===== src/rtl/fetch_unit.sv =====
// RV32I fetch sequencer: PC generation, ROM read issue, redirect and fault handling.
// Optional performance counters are enabled with `define FETCH_PERF_CNT_EN.
module fetch_unit #(
  parameter logic [31:0] RESET_PC      = 32'h0100_0000,
  parameter int unsigned ROM_WORDS     = 512,
  parameter logic [31:0] ROM_BASE_MASK = 32'h0100_0000
) (
  input  logic        clk,
  input  logic        rst,
  output logic        read_instr,
  output logic [31:0] addr_out,
  input  logic [31:0] instr_in,
  input  logic        redirect_valid,
  input  logic [31:0] redirect_pc,
  output logic        out_valid,
  input  logic        out_ready,
  output logic [31:0] out_instr,
  output logic [31:0] out_pc,
  output logic        fault_valid,
  output logic [1:0]  fault_code,
  output logic [31:0] fault_pc
`ifdef FETCH_PERF_CNT_EN
  ,
  output logic [31:0] perf_fetch_cnt,
  output logic [31:0] perf_stall_cnt,
  output logic [31:0] perf_redirect_cnt
`endif
);

  localparam logic [1:0] ST_BOOT  = 2'd0;
  localparam logic [1:0] ST_RUN   = 2'd1;
  localparam logic [1:0] ST_FAULT = 2'd2;
  localparam logic [31:0] ROM_WORDS_W = 32'(ROM_WORDS);

  logic [1:0]  state_q, state_d;
  logic [31:0] pc_q, pc_d;
  logic        out_valid_q, out_valid_d;
  logic [31:0] out_pc_q, out_pc_d;
  logic        fault_valid_q, fault_valid_d;
  logic [1:0]  fault_code_q, fault_code_d;
  logic [31:0] fault_pc_q, fault_pc_d;
  logic        redir, legal, adv, issue, take_fault;

  function automatic logic is_legal(input logic [31:0] a);
    logic [31:0] idx;
    idx = (a & ~ROM_BASE_MASK) >> 2;
    return (a[1:0] == 2'b00) && (idx < ROM_WORDS_W);
  endfunction

  always_comb begin
    state_d       = state_q;
    pc_d          = pc_q;
    out_valid_d   = out_valid_q;
    out_pc_d      = out_pc_q;
    fault_valid_d = fault_valid_q;
    fault_code_d  = fault_code_q;
    fault_pc_d    = fault_pc_q;
    adv           = 1'b0;
    issue         = 1'b0;
    take_fault    = 1'b0;
    // Redirects are not recognised until the BOOT cycle has passed.
    redir         = redirect_valid && (state_q != ST_BOOT);
    addr_out      = redir ? redirect_pc : pc_q;
    legal         = is_legal(addr_out);

    case (state_q)
      ST_BOOT: state_d = ST_RUN;
      ST_RUN: begin
        adv = !out_valid_q || out_ready || redirect_valid;
        if (adv) begin
          issue      = legal;
          take_fault = !legal;
        end
      end
      ST_FAULT: begin
        if (redirect_valid) begin
          issue      = legal;
          take_fault = !legal;
        end
      end
      default: state_d = ST_BOOT;
    endcase

    if (issue) begin
      pc_d          = addr_out + 32'd4;
      out_pc_d      = addr_out;
      out_valid_d   = 1'b1;
      fault_valid_d = 1'b0;
      fault_code_d  = 2'b00;
      state_d       = ST_RUN;
    end
    if (take_fault) begin
      out_valid_d   = 1'b0;
      fault_valid_d = 1'b1;
      fault_code_d  = (addr_out[1:0] != 2'b00) ? 2'b01 : 2'b10;
      fault_pc_d    = addr_out;
      state_d       = ST_FAULT;
    end
    read_instr = issue;
  end

  always_ff @(posedge clk or negedge rst) begin
    if (!rst) begin
      state_q       <= ST_BOOT;
      pc_q          <= RESET_PC;
      out_valid_q   <= 1'b0;
      out_pc_q      <= 32'd0;
      fault_valid_q <= 1'b0;
      fault_code_q  <= 2'b00;
      fault_pc_q    <= 32'd0;
    end else begin
      state_q       <= state_d;
      pc_q          <= pc_d;
      out_valid_q   <= out_valid_d;
      out_pc_q      <= out_pc_d;
      fault_valid_q <= fault_valid_d;
      fault_code_q  <= fault_code_d;
      fault_pc_q    <= fault_pc_d;
    end
  end

  assign out_valid   = out_valid_q;
  assign out_pc      = out_pc_q;
  assign out_instr   = instr_in;
  assign fault_valid = fault_valid_q;
  assign fault_code  = fault_code_q;
  assign fault_pc    = fault_pc_q;

`ifdef FETCH_PERF_CNT_EN
  logic [31:0] perf_fetch_q, perf_fetch_d;
  logic [31:0] perf_stall_q, perf_stall_d;
  logic [31:0] perf_redir_q, perf_redir_d;

  // Counters stick at all-ones rather than wrapping.
  always_comb begin
    perf_fetch_d = perf_fetch_q;
    perf_stall_d = perf_stall_q;
    perf_redir_d = perf_redir_q;
    if (issue && (perf_fetch_q != 32'hFFFF_FFFF))
      perf_fetch_d = perf_fetch_q + 32'd1;
    if (out_valid_q && !out_ready && (perf_stall_q != 32'hFFFF_FFFF))
      perf_stall_d = perf_stall_q + 32'd1;
    if (redir && (perf_redir_q != 32'hFFFF_FFFF))
      perf_redir_d = perf_redir_q + 32'd1;
  end

  always_ff @(posedge clk or negedge rst) begin
    if (!rst) begin
      perf_fetch_q <= 32'd0;
      perf_stall_q <= 32'd0;
      perf_redir_q <= 32'd0;
    end else begin
      perf_fetch_q <= perf_fetch_d;
      perf_stall_q <= perf_stall_d;
      perf_redir_q <= perf_redir_d;
    end
  end

  assign perf_fetch_cnt    = perf_fetch_q;
  assign perf_stall_cnt    = perf_stall_q;
  assign perf_redirect_cnt = perf_redir_q;
`endif

endmodule

===== config.mk =====
export PLATFORM = sky130hd
export DESIGN_NAME = fetch_unit
export DESIGN_NICKNAME = d
export VERILOG_FILES = /design/src/rtl/fetch_unit.sv
export SDC_FILE = /design/constraint.sdc
export NUM_CORES = 1
export LEC_CHECK = 0
export BUFFER_PORTS_ARGS = -buffer_cell sky130_fd_sc_hd__buf_2
export CELL_PAD_IN_SITES_DETAIL_PLACEMENT = 1
export CELL_PAD_IN_SITES_GLOBAL_PLACEMENT = 1
export CORE_MARGIN = 3
export CORE_UTILIZATION = 38
export DETAILED_ROUTE_END_ITERATION = 8
export PLACE_DENSITY = 0.92
export SLEW_MARGIN = 20
export SYNTH_ARGS = -nofsm -noshare
export SYNTH_HDL_FRONTEND = slang
export SYNTH_SLANG_ARGS = --single-unit

===== constraint.sdc =====
create_clock -name clk -period 6.9 [get_ports clk]
set_clock_uncertainty 0.15 [all_clocks]
set_input_delay 0.345 -clock clk [delete_from_list [all_inputs] [get_ports clk]]
set_output_delay 0.345 -clock clk [all_outputs]
set_load 0.02 [all_outputs]

# Word level (Yosys, flattened, before mapping)
# Index checks and enable logic that the tools add are counted.
[word_totals]
in_bits = 68
reg_bits = 102
elab_cells = 41
output_inout_bits = 133
[op_classes]
reduce_logical = 12
magnitude_cmp = 1
n_eq_ne = 3
n_mux = 17
addsub = 1
[ops]
columns = ["operator", "n"]
rows = [
  ["adder 32 x 3 -> 32 bit (second input constant)", 1],
  ["2-to-1 mux 32 bit", 1],
  ["< comparator 30 x 10 -> 1 bit (second input constant)", 1],
  ["2-to-1 mux 2 bit", 5],
  ["2-to-1 mux 1 bit", 8],
  ["nonzero test 2 bit", 3],
  ["zero test 2 bit", 2],
  ["case mux 1 bit (2 select lines)", 2],
  ["case mux 2 bit (2 select lines)", 1],
  ["inequality test 3 x 1 -> 1 bit (second input constant)", 1],
  ["== test 2 x 1 -> 1 bit (second input constant)", 1],
  ["== test 2 bit (second input constant)", 1],
  ["logical AND 1 bit", 2],
  ["zero test 1 bit", 2],
  ["logical OR 1 bit", 2],
  ["OR reduction 2 bit", 1],
]

# Longest topological paths before layout
# Gate-level depths: netlist of the first run.
[logic_depth]
word_depth = 9
ltp_mapped = 11
mapped_depth_nobuf = 9

# Least setup slack after synthesis of the first run
# Ideal clock, no wire load.
[synth_path]
kind = "reg2out"
from = "register state_q[0]"
to = "output read_instr"
arrival_ps = 2164
path_buffers = 2
path_stages_with_launch = 10
setup_slack_ps = 4241
t_required_ps = 6405
path_cell_list = "dfrtp_1 -> inv_1 -> ha_1 -> nand2b_4 -> mux2_4 -> or2_4 -> or3_4 -> buf_6 -> clkbuf_1 -> inv_1"
[synth_via]
elab_chain_cells = 7
word_cells_on_any_way = 11
cone_classes = "order compare (1); eq/ne (2); mux (4); reduce/logical (4)"
[synth_rtl]
columns = ["element", "line", "source"]
rows = [
  ["start, declared", "35", "logic [1:0] state_q, state_d;"],
  ["start signal, assigned", "112", "state_q <= state_d;"],
  ["nonzero test 2 bit *", "62", "redir = redirect_valid && (state_q != ST_BOOT);"],
  ["logical AND 1 bit *", "62", ""],
  ["2-to-1 mux 32 bit *", "63", "addr_out = redir ? redirect_pc : pc_q;"],
  ["via addr_out[27]", "11", "output logic [31:0] addr_out,"],
  ["< comparator 30 x 10 -> 1 bit *", "47", "return (a[1:0] == 2'b00) && (idx < ROM_WORDS_W);"],
  ["logical AND 1 bit *", "47", ""],
  ["2-to-1 mux 1 bit (on tied branches)", "76, 70", ""],
  ["case mux 1 bit (2 select lines) *", "66", "case (state_q)"],
  ["end, declared", "10", "output logic read_instr,"],
]
# The timed path passes the listed nets; every way through them passes the cells marked *.

# Worst setup path after layout of the first run
[layout_path]
from = "register state_q[0]"
to = "output read_instr"
[layout_via]
elab_chain_cells = 7
word_cells_on_any_way = 11
cone_classes = "order compare (1); eq/ne (2); mux (4); reduce/logical (4)"
[layout_rtl]
columns = ["element", "line"]
rows = [
  ["nonzero test 2 bit", "62"],
  ["logical AND 1 bit", "62"],
  ["2-to-1 mux 32 bit", "63"],
  ["< comparator 30 x 10 -> 1 bit or zero test 2 bit (tied branches)", "47"],
  ["logical AND 1 bit", "47"],
  ["2-to-1 mux 1 bit (on tied branches)", "76, 70"],
  ["case mux 1 bit (2 select lines) *", "66"],
]
# Mark *: on every way between the ends. The rest lies on a longest branch, timed or not.

==> out/summary.txt, run 1 <==
Clock root buffer master: sky130_fd_sc_hd__clkbuf_16
CP required: 6.40 ns
Hold Fails Final Rpt: 0
Cell depth of the worst flop-to-flop path: 8
Reg-to-Reg End: fault_pc[11]
Result of the run: complete, no violations
Core area: 11,600 um^2
Hold slack: 0.221 ns
Initial core utilization: 0.394
Worst slew margin: 0.554
Clock share of power: 0.266
Growth of design area from synthesis to finish: 19.4%
Compound-gate portion of the synthesized area: 0.0364
Post-Place Cells: 636
WL per Instance: 18.1 um
Syn_nets: 477
Number of nets at the end of the flow: 577
Cell depth of the worst min-delay path: 4
Unique masters post-synth: 41
First-iteration detailed-routing DRC count: 168
Source-to-sink clock delay at the later pin of the worst-skew pair: 0.34 ns
Portion of total power attributed to combinational logic: 0.377
Post-Synth Adder-Cell Area: 0.00820
Share of flip-flops with an asynchronous set or reset: 1.00
Startpoint of the lowest-slack register-to-register path: state_q[0]
Post-layout worst setup margin: 3.35 ns
First-pass detailed-route iteration total: 4
Overall routed net length: 11,800 um
Multi-input gate area in the final layout: 1710 um^2
P per Cell Area: 356 nW/um^2
Maximum VDD drop: 0.160 mV
Leakage Power: 3.10 nW
Core Rows: 39
Startpoint Class: flip-flop
Setup repair after global routing missed its margin: no
FF+latch count, synth: 100
Top_reg_cell synth: sky130_fd_sc_hd__dfrtp_1
Max-slew violation count: 0
Port Buffer Count: 136
CTS tree: yes
Count of flip-flops with a built-in enable after synthesis: 0
Total clock buffers created by CTS: 9
Sequential cell area: 2500 um^2
Buffers inserted by post-CTS timing repair: 0
Aggregate negative setup slack: 0 ns
Delay of the slowest cell on the worst path: 0.64 ns
Capture endpoint of the worst hold path: fault_pc[21]
Clock slew at reported path FFs: 0.07 ns
Post-synthesis xor/xnor area fraction: 0.00957
Placement Setup Slack: 3.57 ns
Cell-by-cell listing of the critical path: inv_1 -> ha_1 -> nand2b_4 -> mux2_4 -> or2_4 -> or3_4 -> inv_1 -> buf_2
Type of the worst setup path: flip-flop to primary output
Synth Area per Inst: 11.3 um^2
Final Instance Area: 5460 um^2
Final RePlAce weighted congestion: 0.747
Final HPWL from detailed placement: 8540 um
Setup-failing EPs final: 0
Post-layout power: 1.95 mW
Largest net degree at the start of global routing: 66
Clock sink total: 100
Gate count of the mapped netlist: 406
DRC Markers: 0
Int Power: 1.26 mW
Wire length of the first global-routing pass: 19,000 um
Combinational family with the most area after synthesis: simple AND/OR/NAND/NOR gates
Relative contribution of sequential cells to total power: 0.357
Number of top-level pins: 201
Post-Layout Cell Count: 654
Area of the mapped netlist: 4580 um^2
Detail Route Antenna Nets: 0
Width of the die: 116 um
H-tree lvl count: 3
Switching component of the power: 687 uW
Fill cell instance count of the final layout: 1,321
Post-synthesis simple-gate area fraction: 0.168
Die outline area: 13,400 um^2
Via count of the first global-routing pass: 3,689
Worst-path cell with the longest stage delay: sky130_fd_sc_hd__or3_4
Capturing element type of the critical path: primary output
Min cycle time layout: 3.55 ns
Number of warnings reported in the yosys synthesis log: 0
Pin slew with the least headroom to its limit: 0.670 ns
Total vias in the final route: 3,326
FF-to-FF setup slack: 3.82 ns
Initial antenna violation count: 0
Hold path startpoint: redirect_pc[21]
Maximum clock frequency: 0.282 GHz
Via/cell ratio: 5.09
Maximum clock path buffer count: 2
Number of diodes: 0
Remaining global-route overflow: 0
Post-route fraction of the period consumed by the critical path: 0.514
Floorplan die height: 116 um
Worst endpoint data arrival time: 3.05 ns
Max Cap Viol: 0
Switching portion of total power: 0.353
Mux cell area share after synthesis: 0.148
Total Routing Usage GR: 0.183
Final core utilization: 0.470
Fraction of final layout cells with drive strength greater than 1: 0.417
Part of the Yosys area used for sequential elements: 0.547
Worst hold path type: primary input to flip-flop
Most frequent cell on the critical path: sky130_fd_sc_hd__inv_1
Cell area after placement: 5120 um^2
Highest fanout seen on the critical path: 65
synth_stat cells, types with 2 or more instances:
| cell | instances | area share |
|---|---|---|
| sky130_fd_sc_hd__nor3_1 | 2 | 0.0022 |
| sky130_fd_sc_hd__and2_1 | 41 | 0.056 |
| sky130_fd_sc_hd__nor2b_1 | 2 | 0.0027 |
| sky130_fd_sc_hd__o21ai_0 | 5 | 0.0055 |
| sky130_fd_sc_hd__and3_1 | 6 | 0.0082 |
| sky130_fd_sc_hd__buf_6 | 3 | 0.0074 |
| sky130_fd_sc_hd__ha_1 | 3 | 0.0082 |
| sky130_fd_sc_hd__inv_1 | 8 | 0.0066 |
| sky130_fd_sc_hd__nor4_1 | 10 | 0.014 |
| sky130_fd_sc_hd__mux2i_1 | 6 | 0.013 |
| sky130_fd_sc_hd__nand4_1 | 3 | 0.0041 |
| sky130_fd_sc_hd__dfrtp_1 | 99 | 0.54 |
| sky130_fd_sc_hd__nor2_1 | 4 | 0.0033 |
| sky130_fd_sc_hd__o31ai_1 | 5 | 0.0082 |
| sky130_fd_sc_hd__clkbuf_1 | 10 | 0.0082 |
| sky130_fd_sc_hd__o31a_1 | 2 | 0.0038 |
| sky130_fd_sc_hd__a21oi_1 | 2 | 0.0022 |
| sky130_fd_sc_hd__buf_4 | 34 | 0.056 |
| sky130_fd_sc_hd__xnor2_1 | 4 | 0.0077 |
| sky130_fd_sc_hd__mux2_4 | 3 | 0.0098 |
| sky130_fd_sc_hd__nand2_1 | 81 | 0.066 |
| sky130_fd_sc_hd__mux2_2 | 51 | 0.13 |
| sky130_fd_sc_hd__buf_2 | 4 | 0.0044 |
how the worst max path moves through the flow:
stage | start | end | slack (ns) | cells after the start
2_1_floorplan | state_q[0] | read_instr | 4.24 | 9
3_3_place_gp | state_q[0] | fault_pc[18] | 3.78 | 7
3_5_place_dp | state_q[0] | fault_pc[11] | 3.57 | 7
4_1_cts | state_q[0] | read_instr | 3.29 | 8
5_1_grt | state_q[0] | read_instr | 3.14 | 8
6_report | state_q[0] | read_instr | 3.35 | 8
cells by family after synthesis:
logic type,after synthesis
adders and majority gates,3
muxes,60
AOI/OAI and AO/OA,24
and+or+nand+nor,155
DFF,100
buffers and inverters,59
xor gates and xnor gates,5
timing repair:
action / 4_1_cts / 5_1_grt
hold buffers: 1 / 0
endpoints found under the hold margin: 47 / 0
resized for setup: 0 / 0
registers in the layout, indices dropped and copies added, names as in the netlist:
name         cells
fault_code       2
fault_pc        32
fault_valid      1
out_pc          30
out_valid        1
pc_q            32
state_q          2
cells in the final DEF (no fill, tap or decap), drive strengths merged, types with 3 or more instances in the layout:
| cell type | instances |
|---|---|
| nand4 | 3 |
| buf | 139 |
| o21ai | 5 |
| clkbuf | 13 |
| inv | 8 |
| nor4 | 10 |
| ha | 3 |
| mux2i | 6 |
| xnor2 | 4 |
| nand2 | 81 |
| and2 | 41 |
| o31ai | 5 |
| nor2 | 4 |
| mux2 | 54 |
| dfrtp | 99 |
| and3 | 6 |
final cells by class:
type / instances / share of cell area
Clock buffer: 13 / 0.0476
Multi-Input combinational cell: 247 / 0.313
Tap cell: 143 / 0.0327
Inverter: 8 / 0.00550
Sequential cell: 100 / 0.458
Clock inverter: 3 / 0.00824
Timing Repair Buffer: 140 / 0.135
per-layer routing:
layer | global-route usage | up-vias | wire, um | part of all wire
met5 | 0 | - | 0 | 0
met3 | 0.0449 | 34 | 655 | 0.055
met4 | 0.0750 | 0 | 272 | 0.023
li1 | - | 1520 | - | -
met1 | 0.206 | 1681 | 4730 | 0.40
met2 | 0.331 | 91 | 6170 | 0.52
critical path, delay by kind of cell, from the launching register on:
| family | cells | cell delay (ns) |
|---|---|---|
| DFF | 1 | 0.36 |
| and+or+nand+nor | 3 | 1.34 |
| buffers and inverters | 3 | 0.39 |
| adders and majority gates | 1 | 0.23 |
| muxes | 1 | 0.36 |
power by group through the flow:
stage | Sequential (mW) | Combinational [mW] | Clock (mW)
after global placement | 0.699 | 0.673 | 0
final | 0.694 | 0.733 | 0.518
after floorplan | 0.775 | 0.441 | 0
after global routing | 0.702 | 0.799 | 0.557
after detailed placement | 0.705 | 0.707 | 0
after CTS | 0.695 | 0.711 | 0.532
Note: power is estimated with default switching activity, not from simulation.
==> run 2, diff against run 1 <==
--- a/config.mk
+++ b/config.mk
@@ -9,9 +9,9 @@
 export CELL_PAD_IN_SITES_DETAIL_PLACEMENT = 1
 export CELL_PAD_IN_SITES_GLOBAL_PLACEMENT = 1
 export CORE_MARGIN = 3
-export CORE_UTILIZATION = 38
+export CORE_UTILIZATION = 32
 export DETAILED_ROUTE_END_ITERATION = 8
-export PLACE_DENSITY = 0.92
+export PLACE_DENSITY = 0.83
 export SLEW_MARGIN = 20
 export SYNTH_ARGS = -nofsm -noshare
 export SYNTH_HDL_FRONTEND = slang
==> constraint.sdc (replaced) <==
create_clock -name clk -period 3.1 [get_ports clk]
set_clock_uncertainty 0.15 [all_clocks]
set_input_delay 0.155 -clock clk [delete_from_list [all_inputs] [get_ports clk]]
set_output_delay 0.155 -clock clk [all_outputs]
set_load 0.02 [all_outputs]
==> run 2 against run 1 <==
First-iteration DRC count up 5.4%. Critical path depth fell by 1. Combinational power grew 120%. Via count is 1.1% higher. Highest routed layer unchanged. Critical endpoint is now out_pc[25]. Global-route usage is 1.9 points lower. Wire length increased by 6.1%. Sequential share of layout area decreased by 0.88 points. Worst setup slack got worse by 3.2 ns. Flip-flop and latch count stayed put. Clock power up 130%. Clock-buffer cell count fell by 1.
==> out/summary.txt, run 2 (synthesis results as in run 1) <==
Cell depth of the worst flop-to-flop path: 7 (was 8)
Capture endpoint of the worst hold path: fault_pc[26] (was fault_pc[21])
Fraction of final layout cells with drive strength greater than 1: 0.426 (was 0.417)
Core Rows: 43 (was 39)
CP required: 3.19 ns (was 6.40 ns)
Largest net degree at the start of global routing: 79 (was 66)
Initial antenna violation count: 0 (unchanged)
Hold path startpoint: redirect_pc[26] (was redirect_pc[21])
Core area: 13,900 um^2 (was 11,600 um^2)
Hold slack: 0.0165 ns (was 0.221 ns)
Number of diodes: 0 (unchanged)
Post-route fraction of the period consumed by the critical path: 0.940
Via count of the first global-routing pass: 3,782 (was 3,689)
Hold Fails Final Rpt: 0 (unchanged)
Die outline area: 15,800 um^2 (was 13,400 um^2)
Post-layout worst setup margin: 0.187 ns (was 3.35 ns)
First-iteration detailed-routing DRC count: 177 (was 168)
Remaining global-route overflow: 0 (unchanged)
Setup-failing EPs final: 0 (unchanged)
Worst hold path type: primary input to flip-flop (unchanged)
Via/cell ratio: 4.81 (was 5.09)
Result of the run: complete, no violations (unchanged)
Post-layout power: 4.38 mW (was 1.95 mW)
Pin slew with the least headroom to its limit: 0.754 ns (was 0.670 ns)
Clock slew at reported path FFs: 0.07 ns (about the same)
Capturing element type of the critical path: flip-flop (was primary output)
Highest fanout seen on the critical path: 32 (was 65)
PostCTS Resize Cnt: 0 (unchanged)
Worst endpoint data arrival time: 3.00 ns (was 3.05 ns)
Total clock buffers created by CTS: 9 (unchanged)
P per Cell Area: 786 nW/um^2 (was 356 nW/um^2)
Leading cell types in the layout, fill and taps excluded: sky130_fd_sc_hd__buf_2, sky130_fd_sc_hd__dfrtp_1, sky130_fd_sc_hd__nand2_1, sky130_fd_sc_hd__mux2_2, sky130_fd_sc_hd__and2_1 (unchanged)
Number of nets at the end of the flow: 587 (was 577)
Maximum clock path buffer count: 2 (unchanged)
Startpoint Class: flip-flop (unchanged)
Overall routed net length: 12,600 um (was 11,800 um)
Reg-to-Reg End: out_pc[25] (was fault_pc[11])
FF-to-FF setup slack: 0.19 ns (was 3.82 ns)
Min cycle time layout: 2.91 ns
H-tree lvl count: 3 (unchanged)
Setup repair after global routing missed its margin: no (unchanged)
Placement Setup Slack: 0.178 ns (was 3.57 ns)
Number of top-level pins: 201 (unchanged)
Cell area after placement: 5210 um^2 (was 5120 um^2)
Max Cap Viol: 0 (unchanged)
Max-slew violation count: 0 (unchanged)
Floorplan die height: 126 um (was 116 um)
Port Buffer Count: 136 (unchanged)
Startpoint of the lowest-slack register-to-register path: state_q[0] (unchanged)
Total vias in the final route: 3,364 (was 3,326)
Width of the die: 126 um (was 116 um)
WL per Instance: 18.0 um (was 18.1 um)
Maximum clock frequency: 0.343 GHz
Growth of design area from synthesis to finish: 21.7% (was 19.4%)
CTS tree: yes (unchanged)
Source-to-sink clock delay at the later pin of the worst-skew pair: 0.35 ns (was 0.34 ns)
Initial core utilization: 0.328 (was 0.394)
Final Instance Area: 5570 um^2 (was 5460 um^2)
Maximum VDD drop: 0.362 mV (was 0.160 mV)
Wire length of the first global-routing pass: 20,400 um (was 19,000 um)
First-pass detailed-route iteration total: 4 (unchanged)
Aggregate negative setup slack: 0 ns (unchanged)
Final HPWL from detailed placement: 8710 um (was 8540 um)
Cell depth of the worst min-delay path: 4 (unchanged)
Final RePlAce weighted congestion: 0.773 (was 0.747)
Type of the worst setup path: flip-flop to flip-flop (was flip-flop to primary output)
Leakage Power: 3.14 nW (was 3.10 nW)
Clock sink total: 100 (unchanged)
Total Routing Usage GR: 0.164 (was 0.183)
Clock root buffer master: sky130_fd_sc_hd__clkbuf_16 (unchanged)
Most common cell after layout, fill and taps aside: sky130_fd_sc_hd__buf_2 (unchanged)
Detail Route Antenna Nets: 0 (unchanged)
Worst slew margin: 0.497 (was 0.554)
DRC Markers: 0 (unchanged)
run 2: cell count changes in the layout (fill, tap and decap cells not counted):
cell,previous run,this run
sky130_fd_sc_hd__buf_16,1,0
sky130_fd_sc_hd__buf_4,3,10
sky130_fd_sc_hd__buf_6,0,1
sky130_fd_sc_hd__bufinv_16,1,2
sky130_fd_sc_hd__clkbuf_8,2,1
sky130_fd_sc_hd__clkinvlp_4,2,0
sky130_fd_sc_hd__nand2b_2,0,1
sky130_fd_sc_hd__or3_2,0,2
run 2: critical path: stages, from the launching register on:
cell and delay, ns:
sky130_fd_sc_hd__dfrtp_1 0.36, sky130_fd_sc_hd__inv_1 0.10, sky130_fd_sc_hd__ha_1 0.25, sky130_fd_sc_hd__nand2b_4 0.25
sky130_fd_sc_hd__mux2_4 0.35, sky130_fd_sc_hd__or2_4 0.29, sky130_fd_sc_hd__or3_2 0.78, sky130_fd_sc_hd__and2_1 0.28
run 2: what timing repair did:
| action | CTS | global route |
|---|---|---|
| pin swaps | 1 | 1 |
| hold endpoints to repair | 75 | 0 |
| setup buffers | 0 | 2 |
| endpoints found under the setup margin | 1 | 27 |
| hold buffers | 1 | 0 |
| gates cloned | 2 | 1 |
run 2: layer usage:
metal  GRT usage  share of wire  wire length, um  vias to the layer above
met5           0              0                0                        -
met4      0.0434          0.013              157                        0
met3      0.0560          0.058              728                       21
met2       0.276           0.50             6290                      100
met1       0.201           0.43             5380                     1698
li1            -              -                -                     1545
run 2: cell type report:
type	instances	area, um^2
clock buffer	12	246
clock inverter	2	60.1
fill	1564	8360
inverter	8	30.0
multi-input combinational	250	1730
sequential	100	2500
tap	180	225
timing repair buffer	147	772
run 2: worst max-delay path by stage:
stage	start	end
after floorplan	state_q[0]	out_pc[10]
after global placement	state_q[0]	out_pc[9]
after detailed placement	state_q[1]	out_pc[10]
after CTS	state_q[1]	read_instr
after global routing	state_q[0]	out_pc[28]
final	state_q[0]	out_pc[25]
run 2: through the flow:
step	util	instances
2_1_floorplan	-	406
3_3_place_gp	0.374	679
3_5_place_dp	0.374	679
4_1_cts	0.398	696
5_1_grt	0.400	699
6_report	0.400	699
run 2: power by group:
| group | internal [mW] | switching (mW) | total, mW | leakage [nW] |
|---|---|---|---|---|
| Sequential | 1.47 | 0.0763 | 1.54 | 1.35 |
| Clock | 0.721 | 0.473 | 1.19 | 0.149 |
| Combinational | 0.663 | 0.981 | 1.64 | 1.64 |
==> run 3, diff against run 2 <==
--- a/config.mk
+++ b/config.mk
@@ -5,13 +5,14 @@
 export SDC_FILE = /design/constraint.sdc
 export NUM_CORES = 1
 export LEC_CHECK = 0
+export ABC_AREA = 1
 export BUFFER_PORTS_ARGS = -buffer_cell sky130_fd_sc_hd__buf_2
 export CELL_PAD_IN_SITES_DETAIL_PLACEMENT = 1
 export CELL_PAD_IN_SITES_GLOBAL_PLACEMENT = 1
 export CORE_MARGIN = 3
-export CORE_UTILIZATION = 32
+export CORE_UTILIZATION = 31
 export DETAILED_ROUTE_END_ITERATION = 8
-export PLACE_DENSITY = 0.83
+export PLACE_DENSITY = 0.84
 export SLEW_MARGIN = 20
 export SYNTH_ARGS = -nofsm -noshare
 export SYNTH_HDL_FRONTEND = slang
==> run 3 against run 2 <==
Flip-flop and latch count is the same. Core utilization shrank 1.1 points. Sequential power grew 8%. Largest cell class unchanged. Clock-buffer cell count shrank 1. Synthesized cell count grew 48%.
==> out/summary.txt, run 3 <==
Result of the run: complete, no violations (unchanged)
Detail Route Antenna Nets: 0 (unchanged)
Width of the die: 131 um (was 126 um)
Share of flip-flops with an asynchronous set or reset: 1.00 (unchanged)
Port Buffer Count: 136 (unchanged)
Number of warnings reported in the yosys synthesis log: 0 (unchanged)
Reg-to-Reg End: out_pc[5] (was out_pc[25])
Count of flip-flops with a built-in enable after synthesis: 0 (unchanged)
CP required: 2.79 ns (was 3.19 ns)
CTS tree: yes (unchanged)
First-iteration detailed-routing DRC count: 208 (was 177)
Part of the Yosys area used for sequential elements: 0.520 (was 0.547)
Maximum clock frequency: 0.345 GHz (was 0.343 GHz)
Area fraction of the dominant cell type after synthesis: 0.514 (was 0.541)
Clock sink total: 100 (unchanged)
Cell depth of the worst flop-to-flop path: 14 (was 7)
Overall routed net length: 13,900 um (was 12,600 um)
Final HPWL from detailed placement: 10,700 um (was 8710 um)
Most common cell after layout, fill and taps aside: sky130_fd_sc_hd__nand2_1 (was sky130_fd_sc_hd__buf_2)
H-tree lvl count: 3 (unchanged)
Maximum clock path buffer count: 2 (unchanged)
Initial core utilization: 0.324 (was 0.328)
Highest fanout seen on the critical path: 13 (was 32)
Growth of design area from synthesis to finish: 20.1% (was 21.7%)
Remaining global-route overflow: 0 (unchanged)
Startpoint Class: flip-flop (unchanged)
Number of top-level pins: 201 (unchanged)
Syn_nets: 673 (was 477)
Final RePlAce weighted congestion: 0.871 (was 0.773)
Die outline area: 17,100 um^2 (was 15,800 um^2)
Max Cap Viol: 0 (unchanged)
Post-layout power: 4.98 mW (was 4.38 mW)
Fraction of final layout cells with drive strength greater than 1: 0.316 (was 0.426)
Cell depth of the worst min-delay path: 3 (was 4)
First-pass detailed-route iteration total: 4 (unchanged)
Hold Fails Final Rpt: 0 (unchanged)
Initial antenna violation count: 3 (was 0)
Core Rows: 44 (was 43)
Max-slew violation count: 0 (unchanged)
Total clock buffers created by CTS: 9 (unchanged)
Aggregate negative setup slack: 0 ns (unchanged)
Synth Area per Inst: 8.00 um^2 (was 11.3 um^2)
Startpoint of the lowest-slack register-to-register path: state_q[0] (unchanged)
Capture endpoint of the worst hold path: out_pc[9] (was fault_pc[26])
Total vias in the final route: 4,094 (was 3,364)
Via count of the first global-routing pass: 4,265 (was 3,782)
Hold path startpoint: redirect_pc[9] (was redirect_pc[26])
Clock root buffer master: sky130_fd_sc_hd__clkbuf_16 (unchanged)
Hold slack: 0.0744 ns (was 0.0165 ns)
Worst endpoint data arrival time: 2.59 ns (was 3.00 ns)
Floorplan die height: 131 um (was 126 um)
WL per Instance: 15.5 um (was 18.0 um)
Gate count of the mapped netlist: 602 (was 406)
Source-to-sink clock delay at the later pin of the worst-skew pair: 0.34 ns (was 0.35 ns)
Area of the mapped netlist: 4820 um^2 (was 4580 um^2)
Post-route fraction of the period consumed by the critical path: 0.935 (was 0.940)
Number of nets at the end of the flow: 778 (was 587)
Cell taking the most area after synthesis: sky130_fd_sc_hd__dfrtp_1 (unchanged)
Pin slew with the least headroom to its limit: 0.869 ns (was 0.754 ns)
Largest net degree at the start of global routing: 68 (was 79)
Worst slew margin: 0.421 (was 0.497)
Setup-failing EPs final: 0 (unchanged)
Top_reg_cell synth: sky130_fd_sc_hd__dfrtp_1 (unchanged)
Maximum VDD drop: 0.299 mV (was 0.362 mV)
Leakage Power: 3.60 nW (was 3.14 nW)
Setup repair after global routing missed its margin: no (unchanged)
Leading cell types in the layout, fill and taps excluded: sky130_fd_sc_hd__nand2_1, sky130_fd_sc_hd__buf_2, sky130_fd_sc_hd__dfrtp_1, sky130_fd_sc_hd__inv_1, sky130_fd_sc_hd__inv_2 (was sky130_fd_sc_hd__buf_2, sky130_fd_sc_hd__dfrtp_1, sky130_fd_sc_hd__nand2_1, sky130_fd_sc_hd__mux2_2, sky130_fd_sc_hd__and2_1)
DRC Markers: 0 (unchanged)
Type of the worst setup path: flip-flop to primary output (was flip-flop to flip-flop)
FF+latch count, synth: 100 (unchanged)
Placement Setup Slack: 0.149 ns (was 0.178 ns)
Total Routing Usage GR: 0.167 (was 0.164)
Top-count cell post-synth: sky130_fd_sc_hd__nand2_1 (was sky130_fd_sc_hd__dfrtp_1)
Worst hold path type: primary input to flip-flop (unchanged)
P per Cell Area: 860 nW/um^2 (was 786 nW/um^2)
Dominant cells by area after synthesis: sky130_fd_sc_hd__dfrtp_1, sky130_fd_sc_hd__nand2_1, sky130_fd_sc_hd__buf_4, sky130_fd_sc_hd__nand3_1, sky130_fd_sc_hd__inv_1 (was sky130_fd_sc_hd__dfrtp_1, sky130_fd_sc_hd__mux2_2, sky130_fd_sc_hd__nand2_1, sky130_fd_sc_hd__and2_1, sky130_fd_sc_hd__buf_4)
Number of diodes: 0 (unchanged)
FF-to-FF setup slack: 0.35 ns (was 0.19 ns)
Post-layout worst setup margin: 0.203 ns (was 0.187 ns)
Wire length of the first global-routing pass: 22,200 um (was 20,400 um)
Capturing element type of the critical path: primary output (was flip-flop)
Cell types with the highest counts after synthesis: sky130_fd_sc_hd__nand2_1, sky130_fd_sc_hd__dfrtp_1, sky130_fd_sc_hd__inv_1, sky130_fd_sc_hd__inv_2, sky130_fd_sc_hd__nand3_1 (was sky130_fd_sc_hd__dfrtp_1, sky130_fd_sc_hd__nand2_1, sky130_fd_sc_hd__mux2_2, sky130_fd_sc_hd__and2_1, sky130_fd_sc_hd__buf_4)
Core area: 14,900 um^2 (was 13,900 um^2)
Clock slew at reported path FFs: 0.07 ns (about the same)
Min cycle time layout: 2.90 ns (was 2.91 ns)
Via/cell ratio: 4.57 (was 4.81)
Final core utilization: 0.389 (was 0.400)
Unique masters post-synth: 26 (was 41)
-- run 3: cell count changes in the layout (fill, tap and decap cells not counted), moves of 5 or more --
cell / change
sky130_fd_sc_hd__nor2_1: +16
sky130_fd_sc_hd__o31ai_1: -5
sky130_fd_sc_hd__nand3_1: +41
sky130_fd_sc_hd__o21ai_0: +6
sky130_fd_sc_hd__mux2i_1: -6
sky130_fd_sc_hd__nor4_1: -10
sky130_fd_sc_hd__mux2_2: -51
sky130_fd_sc_hd__inv_1: +37
sky130_fd_sc_hd__nand2_1: +163
sky130_fd_sc_hd__and3_1: -6
sky130_fd_sc_hd__inv_2: +44
sky130_fd_sc_hd__and2_1: -41
-- run 3: per-layer routing --
| layer | vias to the layer above | track usage | wire, um |
|---|---|---|---|
| li1 | 1977 | - | - |
| met1 | 1991 | 0.210 | 6040 |
| met2 | 93 | 0.280 | 6780 |
| met3 | 27 | 0.0378 | 741 |
| met4 | 6 | 0.0629 | 308 |
| met5 | - | 0 | 30 |
-- run 3: what timing repair did --
item	4_1_cts	5_1_grt
gates resized for setup	2	0
endpoints found under the hold margin	64	0
buffers inserted	0	4
hold buffers	1	0
endpoints found under the setup margin	1	1
pin swaps	0	1
-- run 3: final cells by class --
| cell class | instances | area, um^2 |
|---|---|---|
| flip-flops and latches | 100 | 2500 |
| repair buffers | 152 | 831 |
| clock buffers | 11 | 253 |
| clock inverters | 5 | 50.0 |
| fillers | 1868 | 9080 |
| well taps | 184 | 230 |
| inverters | 89 | 334 |
| multi-input cells | 355 | 1580 |
-- run 3: cell families after synthesis --
| group | Yosys count | share of synthesized area |
|---|---|---|
| buf+inv | 147 | 0.156 |
| flops | 100 | 0.520 |
| fa+ha+maj | 3 | 0.00779 |
| xor+xnor | 5 | 0.00909 |
| simple gates | 326 | 0.282 |
| compound gates | 21 | 0.0254 |
-- run 3: power by group --
part | leakage [nW] | total [mW] | switching, mW | internal, mW
registers | 1.33 | 1.67 | 0.129 | 1.54
logic | 2.11 | 2.17 | 1.53 | 0.640
clock network | 0.155 | 1.14 | 0.476 | 0.664
-- run 3: critical path, cell delays in order (launching register included) --
cell,delay [ns]
sky130_fd_sc_hd__dfrtp_1,0.39
sky130_fd_sc_hd__inv_1,0.09
sky130_fd_sc_hd__ha_1,0.26
sky130_fd_sc_hd__inv_2,0.08
sky130_fd_sc_hd__buf_4,0.18
sky130_fd_sc_hd__nand3_1,0.09
sky130_fd_sc_hd__nand2_1,0.12
sky130_fd_sc_hd__nor2_1,0.25
sky130_fd_sc_hd__nand3_2,0.16
sky130_fd_sc_hd__nor2_8,0.19
sky130_fd_sc_hd__nand3_4,0.14
sky130_fd_sc_hd__inv_2,0.13
sky130_fd_sc_hd__buf_2,0.17
-- run 3: worst max path at each step --
| stage | startpoint | slack [ns] | end |
|---|---|---|---|
| final | state_q[0] | 0.20 | read_instr |
| after global routing | state_q[0] | 0.004 | read_instr |
| after CTS | state_q[0] | 0.1 | read_instr |
| after detailed placement | state_q[0] | 0.15 | out_pc[5] |
| after global placement | state_q[0] | 0.28 | out_pc[24] |
| after floorplan | state_q[0] | 0.52 | pc_q[8] |
-- run 3: per-stage QoR --
step / instances / area, um^2
final: 896 / 5790
after detailed placement: 875 / 5430
after global routing: 896 / 5790
after global placement: 875 / 5430
after floorplan: 602 / 4820
after CTS: 892 / 5760
